File: src/rtl/ram_arbiter.sv
// Two-port arbiter/sequencer in front of a single-port synchronous RAM.
// Define RAM_ARB_RR_EN for round-robin arbitration; default is fixed priority (port 0 wins).
module ram_arbiter #(
    parameter int DATA_WIDTH = 32,
    parameter int ADDR_WIDTH = 5
) (
    input  logic                  clk,
    input  logic                  rst_n,

    input  logic                  m0_req,
    input  logic                  m0_we,
    input  logic [ADDR_WIDTH-1:0] m0_addr,
    input  logic [DATA_WIDTH-1:0] m0_wdata,
    output logic                  m0_ready,
    output logic                  m0_rvalid,
    output logic [DATA_WIDTH-1:0] m0_rdata,

    input  logic                  m1_req,
    input  logic                  m1_we,
    input  logic [ADDR_WIDTH-1:0] m1_addr,
    input  logic [DATA_WIDTH-1:0] m1_wdata,
    output logic                  m1_ready,
    output logic                  m1_rvalid,
    output logic [DATA_WIDTH-1:0] m1_rdata,

    output logic [ADDR_WIDTH-1:0] ram_addr,
    output logic [DATA_WIDTH-1:0] ram_data_in,
    output logic                  ram_read,
    output logic                  ram_write,
    input  logic [DATA_WIDTH-1:0] ram_data_out
);

    typedef struct packed {
        logic                  we;
        logic [ADDR_WIDTH-1:0] addr;
        logic [DATA_WIDTH-1:0] wdata;
    } cmd_t;

    logic grant0, grant1;
    logic accept;
    cmd_t sel_cmd;
    logic cmd_owner;
    logic rd_pend;
    logic rd_owner;

`ifdef RAM_ARB_RR_EN
    // last = index of the most recently accepted port; reset to 1 so port 0 wins first.
    logic last;

    always_comb begin
        grant0 = m0_req & (~m1_req | last);
        grant1 = m1_req & (~m0_req | ~last);
    end

    always_ff @(posedge clk) begin
        if (!rst_n)
            last <= 1'b1;
        else if (accept)
            last <= m1_ready;
    end
`else
    always_comb begin
        grant0 = m0_req;
        grant1 = m1_req & ~m0_req;
    end
`endif

    // Grants are suppressed while reset is asserted so nothing is accepted.
    assign m0_ready = grant0 & rst_n;
    assign m1_ready = grant1 & rst_n;
    assign accept   = m0_ready | m1_ready;

    always_comb begin
        if (m1_ready)
            sel_cmd = '{we: m1_we, addr: m1_addr, wdata: m1_wdata};
        else
            sel_cmd = '{we: m0_we, addr: m0_addr, wdata: m0_wdata};
    end

    // Stage 1: command register driving the RAM pins.
    always_ff @(posedge clk) begin
        if (!rst_n) begin
            ram_addr    <= '0;
            ram_data_in <= '0;
            ram_read    <= 1'b0;
            ram_write   <= 1'b0;
            cmd_owner   <= 1'b0;
        end else if (accept) begin
            ram_addr    <= sel_cmd.addr;
            ram_data_in <= sel_cmd.wdata;
            ram_read    <= ~sel_cmd.we;
            ram_write   <= sel_cmd.we;
            cmd_owner   <= m1_ready;
        end else begin
            ram_read    <= 1'b0;
            ram_write   <= 1'b0;
        end
    end

    // Stage 2: tag that follows the RAM's one-cycle read latency.
    always_ff @(posedge clk) begin
        if (!rst_n) begin
            rd_pend  <= 1'b0;
            rd_owner <= 1'b0;
        end else begin
            rd_pend  <= ram_read;
            rd_owner <= cmd_owner;
        end
    end

    assign m0_rvalid = rd_pend & ~rd_owner;
    assign m1_rvalid = rd_pend &  rd_owner;
    assign m0_rdata  = ram_data_out;
    assign m1_rdata  = ram_data_out;

endmodule

File: config.mk
export PLATFORM = sky130hd
export DESIGN_NAME = ram_arbiter
export DESIGN_NICKNAME = d
export VERILOG_FILES = /design/src/rtl/ram_arbiter.sv
export SDC_FILE = /design/constraint.sdc
export NUM_CORES = 1
export LEC_CHECK = 0
export CORE_MARGIN = 2
export CORE_UTILIZATION = 33
export DETAILED_ROUTE_END_ITERATION = 16
export PLACE_DENSITY_LB_ADDON = 0.3
export SETUP_SLACK_MARGIN = 0.3
export SLEW_MARGIN = 20
export SYNTH_ARGS = -nofsm -noshare
export SYNTH_HDL_FRONTEND = slang
export SYNTH_SLANG_ARGS = --single-unit
export TNS_END_PERCENT = 30
File: constraint.sdc
create_clock -name clk -period 1.4 [get_ports clk]
set_input_delay 0.21 -clock clk [delete_from_list [all_inputs] [get_ports clk]]
set_output_delay 0.21 -clock clk [all_outputs]
set_load 0.005 [all_outputs]
Word level (Yosys, flattened, before mapping)
Index checks and enable logic that the tools add are counted.
- mux-type cells: 1
- bitwise operators: 9
- reduce and logical (&&, ||, !) cells: 1
- operators by type and width (operator ; count):
    $mux 38 ; 1
    $and 1x1->1 ; 5
    $not 1->1 ; 3
    $reduce_and 2->1 ; 1
    $or 1x1->1 ; 1
- bits of input ports: 112
- register bits after elaboration: 42
- output and inout port bits: 107
- logic and storage cells: 18

Logic depth before layout (Yosys ltp)
Gate-level depths: netlist of the first run.
- word-level depth: 5
- depth in mapped cells: 4
- gate-level depth less buffers: 2

Worst setup path before layout of the first run
OpenSTA, ideal clock, no wires.
- kind: input -> register
- from: in m1_req
- to: reg ram_addr[0]
- stages on the path: 4
- slack: 0.334 ns
- arrival time: 0.949 ns
- required time: 1.284 ns
- cell sequence: buf_6 > buf_8 > mux2_4 > o211a_1
- word-level cells in the longest chain between the ends: 3
- elaborated cells between the ends (all ways): 4
- RTL lines (what ; RTL line ; source):
    from (decl) ; 18 ; input logic m1_req,
    $and 1x1->1 (*) ; 64 ; grant1 = m1_req & ~m0_req;
    $and 1x1->1 (*) ; 70 ; assign m1_ready = grant1 & rst_n;
    $mux 38 or $or 1x1->1 (tied branches) ; 74, 71 ;
    to (signal assigned) ; 89 ; ram_addr <= sel_cmd.addr;
    to (decl) ; 26 ; output logic [ADDR_WIDTH-1:0] ram_addr,
Every way passes the cells marked *; elsewhere a longest branch is shown, timed or not.
A chain may end at the register's enable or synchronous reset.

Worst setup path after layout of the first run
- from: reg ram_data_in[23]
- to: out ram_data_in[23]
- RTL lines (what ; RTL line ; source):
    from (decl) ; 27 ; output logic [DATA_WIDTH-1:0] ram_data_in,
    from (signal assigned) ; 90 ; ram_data_in <= sel_cmd.wdata;
No word-level cell between the ends.

==> flow_summary.yaml, run 1 <==
outcome:
  status: "finished, final reports clean"
setup_path:
  r2r_end: "ram_data_in[31]$_SDFFE_PN0P_"
  path_class: "reg2out"
  crit_cells: 1
  cpMaxStageDelayCell: "clkdlybuf4s50_1"
  path_buf_inv: 1
  max_stage_delay_ns: 0.51
  crit_arrival_ns: 1.13
  start_kind: "flip-flop"
  critPathCaptureType: "output pin"
  crit_required_ns: 1.19
  r2r-start: "ram_data_in[31]$_SDFFE_PN0P_"
  cp_max_fo: 2
  r2r_slack_ns: 0.39
  path_cells: "clkdlybuf4s50_1"
  r2r_cells: 3
  cp_top_family: "buffers and inverters"
timing:
  post-route-period-util_pct: 96.06
  tightest_slew_ns: 0.4541
  setup_viol: 0
  relSlewSlack_pct: 69.73
  slew_violations: 0
  min_period_ns: 1.345
  rsz0062_at_grt: "true"
  clock_skew_ns: 0.003964
  hold_violations: 0
  max_freq_mhz: 743.6
  fin_tns_setup_ns: 0
power_and_ir_drop:
  power.leakage_nw: 1.905
  vdd_drop_max_uv: 368.7
  power_density_nw_per_um2: 785.2
  power_mw: 2.865
yosys:
  netlist_area_um2: 2716
  ys_warn_count: 0
  synth_fa_ha_area_share_pct: 0
  synth_mux_area_share_pct: 20.31
  synth-simple-area-share_pct: 12.16
  synth-seq-area-share_pct: 30.95
  synth-xor-area-share_pct: 0
  synth.ff_latch_count: 42
  yosysUniqueCellTypes: 20
  syn-mean-instance-area_um2: 10.91
  synthCells: 249
  syn_nets: 361
  synth_top_family_by_area: "buffers and inverters"
  synth_compound_area_share_pct: 14.19
cells_and_area:
  fillCellCount: 775
  design_area_um2: 3649
  fin_util_pct: 45.08
  layout_common_cells: "clkdlybuf4s50_1 (86), o211a_1 (37), mux2_4 (36), dfxtp_1 (23)"
  final_nets: 416
  synthToLayoutAreaGrowth_pct: 34.32
  drive_gt1_share_pct: 25.66
  final_common_cell: "clkdlybuf4s50_1"
  n_antenna_cell: 0
worst_hold_path:
  hold_start: "m1_req"
  holdPathEnd: "ram_addr[0]$_SDFFE_PN0P_"
  min_path_type: "in2reg"
  hold_path_depth: 3
placed_design:
  place.gp.congestion: 0.6919
  place_area_um2: 3521
  io_buffers: 122
  hpwl_um: 4893
global_route:
  antenna_found_initial: 0
  grt_pass1_vias: 1802
  grt_max_degree: 55
  grt_pass1_wl_um: 9397
  grt-ovfl-total: 0
  grt_usage_pct: 13.75
route:
  wl_per_cell_um: 16.26
  ant_nets: 0
  firstDrtPassIters: 3
  wl_um: 6649
  drc: 0
  drt-initial-drc-count: 32
  num_vias: 1877
  viasPerCell: 4.589
clock_network:
  h-tree-depth: 2
  cts_buffers: 5
  clk_latency_ns: 0.29
  cts_tree: "done"
  clkTransAtPathRegs_ns: 0.08
  cts_root_buf: "clkbuf_8"
  clock-sinks: 42
  clockBufferDepth: 2
die:
  core_um2: 8093
  die_y_um: 94.73
  num_rows: 33
  ios: 219
  die_x_um: 94.73
  dieArea_um2: 8973
  start_util_pct: 33.57
run:
  max_cap_viol_count: 0
[cell families after synthesis]
| kind of cell | Yosys count |
|---|---|
| buffers and inverters | 82 |
| and+or+nand+nor | 49 |
| DFF | 42 |
| AOI/OAI and AO/OA | 39 |
| muxes | 37 |
[per-stage QoR]
step / setup slack (ns) / hold slack [ns] / std cells
finish: 0.05520 / 0.4045 / 409
global route: 0.004264 / 0.4200 / 409
CTS: 0.03472 / 0.3971 / 409
global placement: -0.2450 / 0.4201 / 400
detailed placement: -0.2295 / 0.4201 / 400
floorplan: 0.3344 / 0.3620 / 249
[Yosys cell counts, drive strengths merged]
| master | number | share of area (%) |
|---|---|---|
| buf | 76 | 22 |
| dfxtp | 42 | 31 |
| mux2 | 37 | 20 |
| o211a | 37 | 14 |
| nand2b | 19 | 4.4 |
| or2b | 18 | 5.0 |
| clkbuf | 6 | 0.83 |
| and2 | 4 | 0.92 |
| nor2b | 2 | 0.46 |
| nor3b | 2 | 0.55 |
| a21boi | 1 | 0.28 |
| and3b | 1 | 0.32 |
| nand2 | 1 | 0.14 |
| nand3b | 1 | 0.28 |
| nor2 | 1 | 0.14 |
| o21a | 1 | 0.28 |
[flip-flops by register name, indices dropped and copies added (netlist names)]
register	flops
cmd_owner	1
ram_write	1
ram_read	1
ram_addr	5
rd_owner	1
rd_pend	1
ram_data_in	32
[how the worst max path moves through the flow]
stage / start / end / slack [ns]
2_1_floorplan: m1_req / ram_addr[0]$_SDFFE_PN0P_ / 0.33
5_1_grt: ram_data_in[16]$_SDFFE_PN0P_ / ram_data_in[16] / 0.004
3_5_place_dp: rst_n / m1_ready / -0.23
3_3_place_gp: rst_n / m1_ready / -0.25
4_1_cts: ram_data_in[29]$_SDFFE_PN0P_ / ram_data_in[29] / 0.03
6_report: ram_data_in[23]$_SDFFE_PN0P_ / ram_data_in[23] / 0.06
[timing repair]
| action | CTS | global route |
|---|---|---|
| hold buffers | 0 | 0 |
| pin swaps | 1 | 0 |
| buffers inserted | 2 | 0 |
| endpoints found under the setup margin | 85 | 31 |
| resized for setup | 68 | 12 |
[final cells by class]
type                       instances  area, µm²  area share [%]
tap                              105      131.4           3.601
timing repair buffer             130       1306           35.80
multi-input combinational        125       1267           34.74
clock inverter                     2      10.01          0.2743
sequential                        42      864.6           23.70
clock buffer                       5      68.82           1.886
[where the power goes]
group | internal [mW] | switching [mW] | total [mW]
sequential | 1.29 | 0.0437 | 1.33
clock | 0.336 | 0.430 | 0.766
combinational | 0.545 | 0.220 | 0.765
[per-layer routing]
layer	share of wire [%]	wire length, µm	GRT usage [%]
met1	38	2541	15.04
met2	47	3129	23.05
met3	13	891	7.263
met4	1.3	87	4.106
met5	0	0	0
Note: power is estimated with default switching activity, not from simulation.
==> run 2: changes to the inputs <==
--- a/config.mk
+++ b/config.mk
@@ -6,10 +6,11 @@
 export NUM_CORES = 1
 export LEC_CHECK = 0
 export CORE_MARGIN = 2
-export CORE_UTILIZATION = 33
+export CORE_UTILIZATION = 30
 export DETAILED_ROUTE_END_ITERATION = 16
 export PLACE_DENSITY_LB_ADDON = 0.3
 export SETUP_SLACK_MARGIN = 0.3
+export SKIP_LAST_GASP = 1
 export SLEW_MARGIN = 20
 export SYNTH_ARGS = -nofsm -noshare
 export SYNTH_HDL_FRONTEND = slang
==> constraint.sdc (replaced) <==
create_clock -name clk -period 1.23 [get_ports clk]
set_input_delay 0.1845 -clock clk [delete_from_list [all_inputs] [get_ports clk]]
set_output_delay 0.1845 -clock clk [all_outputs]
set_load 0.005 [all_outputs]
==> flow_summary.yaml, run 2 (same netlist as run 1, synthesis figures left out) <==
cells_and_area:
  final_nets: 420
  fin_cells: 417
  fillCellCount: 879
  largest_reg_flops: 32
  fin_util_pct: 41.05
  top_regs: "ram_data_in x32, ram_addr x5"
  synthToLayoutAreaGrowth_pct: 32.43
  largest_register: "ram_data_in"
  layout_common_cells: "clkdlybuf4s50_1 (76), dfxtp_2 (41), o211a_1 (37), mux2_4 (36), nand2b_1 (19)"
  final_common_cell: "clkdlybuf4s50_1"
  n_antenna_cell: 0
  drive_gt1_share_pct: 46.28
timing:
  post-route-period-util_pct: 85.57
  relSlewSlack_pct: 69.39
  clock_skew_ns: 0.003312
  fin_tns_setup_ns: 0
  rsz0062_at_grt: "true"
  min_period_ns: 1.053
  max_freq_mhz: 950.1
  hold_violations: 0
  slew_violations: 0
  setup_viol: 0
  layout_setup_ws_ns: 0.1775
  tightest_slew_ns: 0.4591
route:
  ant_nets: 0
  firstDrtPassIters: 4
  drt-initial-drc-count: 47
  wl_per_cell_um: 16.19
  drc: 0
  wl_um: 6750
  viasPerCell: 4.585
  num_vias: 1912
power_and_ir_drop:
  vdd_drop_max_uv: 403.6
  power.leakage_nw: 1.844
  power_density_nw_per_um2: 929.1
setup_path:
  cpMaxStageDelayCell: "dfxtp_2"
  crit_required_ns: 1.05
  path_class: "reg2out"
  cp_max_fo: 2
  critPathCaptureType: "output pin"
  crit_arrival_ns: 0.87
  path_cells: "and2_4 > buf_6"
  start_kind: "flip-flop"
  max_stage_delay_ns: 0.36
global_route:
  grt-ovfl-total: 0
  antenna_found_initial: 0
  grt_pass1_vias: 2028
  grt_use_met3_pct: 6.746
  grtUsageMet1_pct: 13.29
  busiest_layer: "met2"
  grt_pass1_wl_um: 10270
  grt_usage_pct: 13.13
  grt_util_met2_pct: 22.97
  grt_max_degree: 43
outcome:
  status: "finished, final reports clean"
placed_design:
  dp.cells: 406
  hpwl_um: 5035
  place.gp.congestion: 0.6993
  place_ws_ns: -0.3427
  io_buffers: 122
die:
  dieArea_um2: 9832
  die_x_um: 99.16
  num_rows: 34
  start_util_pct: 31.00
  ios: 219
  die_y_um: 99.16
  core_um2: 8763
clock_network:
  clkTransAtPathRegs_ns: 0.08
  h-tree-depth: 2
  cts_buffers: 5
  clockBufferDepth: 2
  cts_tree: "done"
  clock-sinks: 42
  cts_root_buf: "clkbuf_8"
  clk_latency_ns: 0.29
worst_hold_path:
  min_path_type: "in2out"
run:
  max_cap_viol_count: 0
run 2: cell types whose count changed in the layout (fill, tap and decap cells not counted), moves of 3 or more:
cell             previous run  this run
buf_2                       4        14
dlymetal6s2s_1              9         0
buf_6                       0        14
clkdlybuf4s15_2             3         0
clkdlybuf4s15_1            15         0
clkdlybuf4s50_1            86        76
dfxtp_1                    23         1
buf_4                       6        10
dfxtp_2                    19        41
clkbuf_2                    0        16
dlygate4sd2_1               5         2
run 2: power by group:
part	internal (mW)	switching (mW)
registers	1.48	0.0552
clock network	0.454	0.495
logic	0.604	0.255
run 2: final timing paths:
| check | endpoint | start | slack [ns] | cells past startpoint |
|---|---|---|---|---|
| worst max register to register | ram_data_in[11]$_SDFFE_PN0P_ | ram_data_in[11]$_SDFFE_PN0P_ | 0.22 | 3 |
| worst min-delay path | m0_rdata[13] | ram_data_out[13] | 0.37 | 0 |
| worst min register to register | rd_owner$_SDFF_PN0_ | cmd_owner$_SDFFE_PN0P_ | 0.46 | 1 |
| worst max-delay path | m1_rvalid | rd_owner$_SDFF_PN0_ | 0.18 | 2 |
run 2: through the flow:
stage | hold slack, ns | instance area [µm²] | power (mW)
5_1_grt | 0.3690 | 3597 | 3.529
4_1_cts | 0.3691 | 3611 | 3.404
2_1_floorplan | 0.3365 | 2720 | 2.124
3_3_place_gp | 0.3691 | 3547 | 2.444
3_5_place_dp | 0.3691 | 3547 | 2.457
6_report | 0.3690 | 3597 | 3.342
run 2: layout make-up:
class	instances	area [µm²]	area share [%]
sequential	42	892.1	24.80
timing repair buffer	134	1201	33.39
clock inverter	1	5.005	0.1391
tap	108	135.1	3.757
clock buffer	7	86.33	2.400
multi-input combinational	125	1277	35.51
run 2: critical path: cells and delay by family (launching register included):
| family | cells | cell delay (ns) |
|---|---|---|
| buf+inv | 1 | 0.09 |
| flops | 1 | 0.36 |
| simple gates | 1 | 0.14 |
run 2: metal layers:
metal / wire [µm] / part of all wire, %
met2: 3321 / 49
met4: 170 / 2.5
met3: 928 / 14
met1: 2330 / 35
met5: 0 / 0
run 2: timing repair:
| action | in CTS | in global routing |
|---|---|---|
| pin swaps | 1 | 0 |
| gates resized for setup | 160 | 49 |
| cloned | 0 | 0 |
| setup endpoints to repair | 85 | 73 |
| hold buffers | 0 | 0 |
| setup buffers | 1 | 2 |
